`src/rtl/imem_loader_pkg.sv`:
```
// imem_loader_pkg: shared FSM state type and frame layout constants for the program loader.
// Rev 1.0
`default_nettype none

package imem_loader_pkg;

  localparam int IMEM_ADDR_W = 14;

  // Frame layout: 2 length bytes, 4 bytes per word, 1 trailing checksum byte
  localparam int LEN_BYTES  = 2;
  localparam int WORD_BYTES = 4;
  localparam int CSUM_BYTES = 1;

  typedef enum logic [2:0] {
    IDLE = 3'd0,
    LEN0 = 3'd1,
    LEN1 = 3'd2,
    DATA = 3'd3,
    CSUM = 3'd4,
    FIN  = 3'd5
  } state_t;

endpackage

`default_nettype wire

```
`src/rtl/imem_loader_byte_packer.sv`:
```
// byte_packer: assembles four consecutive bytes into a little-endian word, pulsing word_valid once per word.
// Rev 1.0
`default_nettype none

module byte_packer
  import imem_loader_pkg::*;
(
  input  logic        clk,
  input  logic        rst,
  input  logic [7:0]  byte_in,
  input  logic        byte_valid,
  input  logic        clear,
  output logic [31:0] word_out,
  output logic        word_valid
);

  logic [1:0]  lane;
  logic [23:0] shreg;

  always_ff @(posedge clk) begin
    if (rst) begin
      lane       <= 2'd0;
      shreg      <= 24'd0;
      word_out   <= 32'd0;
      word_valid <= 1'b0;
    end else begin
      word_valid <= 1'b0;
      if (clear) begin
        lane <= 2'd0;
      end else if (byte_valid) begin
        // Newest byte enters at the top so the first byte ends up in bits [7:0]
        shreg <= {byte_in, shreg[23:8]};
        lane  <= lane + 2'd1;
        if (lane == 2'(WORD_BYTES - 1)) begin
          word_out   <= {byte_in, shreg};
          word_valid <= 1'b1;
        end
      end
    end
  end

endmodule

`default_nettype wire

```
`src/rtl/imem_loader.sv`:
```
// imem_loader: receives a length/data/checksum framed byte stream and writes it into instruction memory.
// Rev 1.0
`default_nettype none

module imem_loader
  import imem_loader_pkg::*;
#(
  parameter int ADDR_W        = IMEM_ADDR_W,
  parameter bit HOLD_AT_RESET = 1'b1
) (
  input  logic              clk,
  input  logic              rst,
  input  logic              start,
  input  logic              rx_valid,
  input  logic [7:0]        rx_data,
  output logic              rx_ready,
  output logic              mem_wen,
  output logic [ADDR_W-1:0] mem_addr,
  output logic [31:0]       mem_data,
  output logic              busy,
  output logic              done,
  output logic              err,
  output logic              core_hold
);

  localparam logic [16:0] MAX_WORDS = 17'd1 << ADDR_W;

  state_t            state;
  logic [15:0]       count;
  logic [1:0]        byte_idx;
  logic [ADDR_W:0]   addr_cnt;
  logic [7:0]        csum;
  logic              accept;
  logic              last_word;
  logic [15:0]       len_full;

  assign rx_ready  = (state == LEN0) || (state == LEN1) || (state == DATA) || (state == CSUM);
  assign accept    = rx_valid && rx_ready;
  assign len_full  = {rx_data, count[7:0]};
  // addr_cnt counts words already completed, so +1 includes the one finishing now
  assign last_word = (17'(addr_cnt) + 17'd1) == {1'b0, count};

  byte_packer u_packer (
    .clk        (clk),
    .rst        (rst),
    .byte_in    (rx_data),
    .byte_valid (accept && (state == DATA)),
    .clear      (start && (state == IDLE)),
    .word_out   (mem_data),
    .word_valid (mem_wen)
  );

  always_ff @(posedge clk) begin
    if (rst) begin
      state     <= IDLE;
      count     <= 16'd0;
      byte_idx  <= 2'd0;
      addr_cnt  <= '0;
      csum      <= 8'd0;
      mem_addr  <= '0;
      busy      <= 1'b0;
      done      <= 1'b0;
      err       <= 1'b0;
      core_hold <= HOLD_AT_RESET;
    end else begin
      case (state)
        IDLE: begin
          if (start) begin
            state     <= LEN0;
            busy      <= 1'b1;
            core_hold <= 1'b1;
            done      <= 1'b0;
            err       <= 1'b0;
            csum      <= 8'd0;
            addr_cnt  <= '0;
            byte_idx  <= 2'd0;
          end
        end
        LEN0: begin
          if (accept) begin
            count[7:0] <= rx_data;
            csum       <= csum ^ rx_data;
            state      <= LEN1;
          end
        end
        LEN1: begin
          if (accept) begin
            count[15:8] <= rx_data;
            csum        <= csum ^ rx_data;
            if ({1'b0, len_full} > MAX_WORDS) begin
              err   <= 1'b1;
              state <= FIN;
            end else if (len_full == 16'd0) begin
              state <= CSUM;
            end else begin
              state <= DATA;
            end
          end
        end
        DATA: begin
          if (accept) begin
            csum     <= csum ^ rx_data;
            byte_idx <= byte_idx + 2'd1;
            if (byte_idx == 2'd3) begin
              mem_addr <= addr_cnt[ADDR_W-1:0];
              addr_cnt <= addr_cnt + {{ADDR_W{1'b0}}, 1'b1};
              if (last_word) state <= CSUM;
            end
          end
        end
        CSUM: begin
          if (accept) begin
            if (rx_data == csum) done <= 1'b1;
            else                 err  <= 1'b1;
            state <= FIN;
          end
        end
        FIN: begin
          state     <= IDLE;
          busy      <= 1'b0;
          core_hold <= !done;
        end
        default: state <= IDLE;
      endcase
    end
  end

endmodule

`default_nettype wire

```
`config.mk`:
```
export PLATFORM = sky130hd
export DESIGN_NAME = imem_loader
export DESIGN_NICKNAME = d
export VERILOG_FILES = /design/src/rtl/imem_loader_pkg.sv /design/src/rtl/imem_loader_byte_packer.sv /design/src/rtl/imem_loader.sv
export SDC_FILE = /design/constraint.sdc
export NUM_CORES = 1
export LEC_CHECK = 0
export CORE_ASPECT_RATIO = 1.75
export CORE_MARGIN = 10
export CORE_UTILIZATION = 55
export CTS_CLUSTER_DIAMETER = 80
export DETAILED_ROUTE_END_ITERATION = 7
export PLACE_DENSITY = 0.9
export SLEW_MARGIN = 20
export SYNTH_ARGS = -nofsm -noshare
export SYNTH_HDL_FRONTEND = slang
export SYNTH_HIERARCHICAL = 1
export SYNTH_SLANG_ARGS = --single-unit
```
`constraint.sdc`:
```
create_clock -name clk -period 2.5 [get_ports clk]
set_input_delay 0.375 -clock clk [delete_from_list [all_inputs] [get_ports clk]]
set_output_delay 0.375 -clock clk [all_outputs]
set_load 0.02 [all_outputs]
```
==> out/metrics.csv <==
stage;metric;value;unit
critical_path;critPathMaxFanout;14;
placed_design;place_congestion;0.841;
cells_and_area;fin_util;0.690;
grt;grt_pass1_vias;4875;
clock_tree;htreeDepth;4;
placed_design;dpl-instance-area;6200;um^2
placed_design;io_buffers;63;
yosys;yosys_warnings;6;
timing;hold_viol;0;
grt;antenna_found_initial;0;
floorplanning;fp.dieW;95.8;um
pwr;power-per-cell-area;700;nW/um^2
timing;rsz0062_at_grt;no;
routing;ant_nets;0;
yosys;syn_area_per_cell;7.98;um^2
yosys;ys_ff_latch;121;
clock_tree;clkLatencyLatePin;0.42;ns
clock_tree;clkTransAtPathRegs;0.06;ns
clock_tree;clock-sinks;121;
yosys;synth_flop_cell;dfxtp_1;
cells_and_area;diodes;0;
critical_path;worstSetupPathType;flop to output pin;
routing;dr_total_vias;5083;
yosys;synth-edff-count;0;
cells_and_area;stdcell_area;6790;um^2
routing;wl_per_cell;16.4;um
critical_path;reg2regPathDepth;7;
outcome;status;completed;
routing;drc;0;
pwr;pwr-share-clk;0.520;
floorplanning;ioPinCount;64;
critical_path;rrSetupSlack;0.30;ns
placed_design;hpwl;9.89;mm
yosys;synthesis.area;5530;um^2
pwr;finalPower;4.75;mW
routing;via_per_inst;5.78;
grt;grt_max_degree;60;
routing;drt-initial-drc-count;431;
routing;first_pass_iters;5;
pwr;internal_power;3.50;mW
clock_tree;cts_root_buf;clkbuf_16;
floorplanning;coreArea;9850;um^2
critical_path;r2r-start;addr_cnt[1];
yosys;synth_cell_types;55;
timing;whs;0.453;ns
timing;fin_crit;2.32;ns
timing;finalMaxSlewViolations;0;
pwr;power.share.switching;0.264;
timing;setup_tns;0;ns
critical_path;cp-start-kind;flop;
critical_path;worstPathArrival;1.94;ns
yosys;synth-seq-area-share;0.438;
clock_tree;cts_tree;yes;
pwr;comb_power_share;0.064;
critical_path;crit_start;state[2];
pwr;power_leakage;2.30;nW
timing;skew;0.00794;ns
timing;relSlewSlack;0.451;
grt;grt_overflow;0;
timing;fin_crit_sh;0.927;
pwr;ir_worst_vdd;0.000588;V
grt;grt.total_usage;0.198;
cells_and_area;nNetsFinal;756;
floorplanning;start_util;0.561;
critical_path;critical_path_required;2.12;ns
yosys;async_reset_ff_frac;0;
timing;finalSetupViolations;0;
pwr;p_switching;1.25;mW
clock_tree;cts_buffer_depth;2;
cells_and_area;drive_gt1_frac;0.114;
critical_path;end_kind;output pin;
critical_path;worstReg2RegEnd;state[1];
yosys;synth_nets;708;
clock_tree;cts_made_buffers;17;
critical_path;cp-endpoint;rx_ready;
timing;max_freq;431;MHz
pwr;p_seq_frac;0.417;
floorplanning;dieHeight;153;um
yosys;syn_inst;693;
run;drv_cap;0;
floorplanning;die_area;14600;um^2
cells_and_area;syn2layout_area_growth;22.9;%
grt;grt_first_pass_wirelength;23.3;mm
floorplanning;rows;48;
worst_hold_path;hold_path_class;flop to flop;
routing;wl;14.4;mm
timing;worst_slew_pin_slew;0.824;ns
==> cell usage in the layout, fill, tap and decap left out, drive strengths merged, types with 17 or more instances in the layout <==
master	Yosys	routed
a21oi	108	108
buf	34	21
clkbuf	20	17
clkdlybuf4s50	0	62
dfxtp	121	121
inv	5	17
nand2	184	184
nor2	55	55
o21ai	20	20
xnor2	25	25
==> layer usage <==
layer | routed length, um | vias up | GRT usage
li1 | - | 2427 | -
met1 | 5440 | 2387 | 0.207
met2 | 7440 | 224 | 0.337
met3 | 977 | 45 | 0.0567
met4 | 519 | 0 | 0.110
met5 | 0 | - | 0
==> flip-flops by register name, summed over array words and instances, names as in the netlist, 2 cells and up <==
| signal | cells |
|---|---|
| addr_cnt | 15 |
| csum | 8 |
| u_packer/shreg | 24 |
| u_packer/lane | 2 |
| count | 16 |
| state | 3 |
| mem_addr | 14 |
| byte_idx | 2 |
| u_packer/word_out | 32 |
==> cell usage after synthesis (7+ instances only) <==
cell type,number,area share
a21oi_1,91,0.082
a21oi_2,17,0.027
buf_2,20,0.018
buf_4,8,0.011
clkbuf_1,19,0.013
dfxtp_1,121,0.44
mux2i_1,13,0.024
nand2_1,184,0.12
nand2b_1,9,0.010
nand4_1,7,0.0079
nor2_1,54,0.037
nor3_1,12,0.011
nor4_1,9,0.010
o21ai_0,20,0.018
xnor2_1,25,0.040
==> stage by stage <==
step	instances	setup slack, ns
after floorplan	693	0.712
after global placement	847	0.190
after detailed placement	847	0.117
after CTS	879	0.0761
after global routing	879	0.129
final	879	0.182
==> worst min-delay path by stage <==
| stage | start | endpoint | slack, ns | depth (start not counted) |
|---|---|---|---|---|
| after floorplan | u_packer/shreg[0] | u_packer/word_out[0] | 0.43 | 2 |
| after global placement | u_packer/shreg[2] | u_packer/word_out[2] | 0.44 | 2 |
| after detailed placement | u_packer/shreg[6] | u_packer/word_out[6] | 0.45 | 2 |
| after CTS | u_packer/word_out[17] | u_packer/word_out[17] | 0.45 | 2 |
| after global routing | u_packer/shreg[6] | u_packer/word_out[6] | 0.47 | 2 |
| final | u_packer/word_out[17] | u_packer/word_out[17] | 0.45 | 2 |
==> power by group through the flow <==
stage	Clock (mW)	Combinational [mW]	Sequential, mW
floorplan	0	0.193	2.01
global placement	0	0.283	2.02
detailed placement	0	0.294	2.02
CTS	2.47	0.298	1.98
global route	2.57	0.330	1.98
finish	2.47	0.302	1.98
==> kinds of logic (layout without fill, tap and decap cells) <==
logic type | count (synthesis) | count (layout) | share of synthesized area
fa+ha+maj | 3 | 3 | 0.00679
compound gates | 147 | 147 | 0.155
simple gates | 317 | 317 | 0.265
mux | 15 | 15 | 0.0276
xor+xnor | 31 | 31 | 0.0491
buf+inv | 59 | 120 | 0.0584
flops | 121 | 121 | 0.438
==> area by class of cell <==
type	instances	area, um^2
Clock inverter	15	169
Multi-Input combinational cell	513	2780
Sequential cell	121	2420
Clock buffer	17	425
Timing Repair Buffer	83	816
Fill cell	700	3060
Tap cell	125	156
Inverter	5	18.8
==> timing repair <==
| action | CTS | global route |
|---|---|---|
| gates resized for setup | 0 | 2 |
| setup endpoints to repair | 0 | 1 |
| buffers inserted | 0 | 0 |
| hold buffers | 0 | 0 |
==> worst max-delay path, stage by stage (launching register included) <==
cell and delay, ns:
dfxtp_1 0.66, xnor2_1 0.20, clkdlybuf4s50_1 0.66
Power figures use the tool's default switching activity.
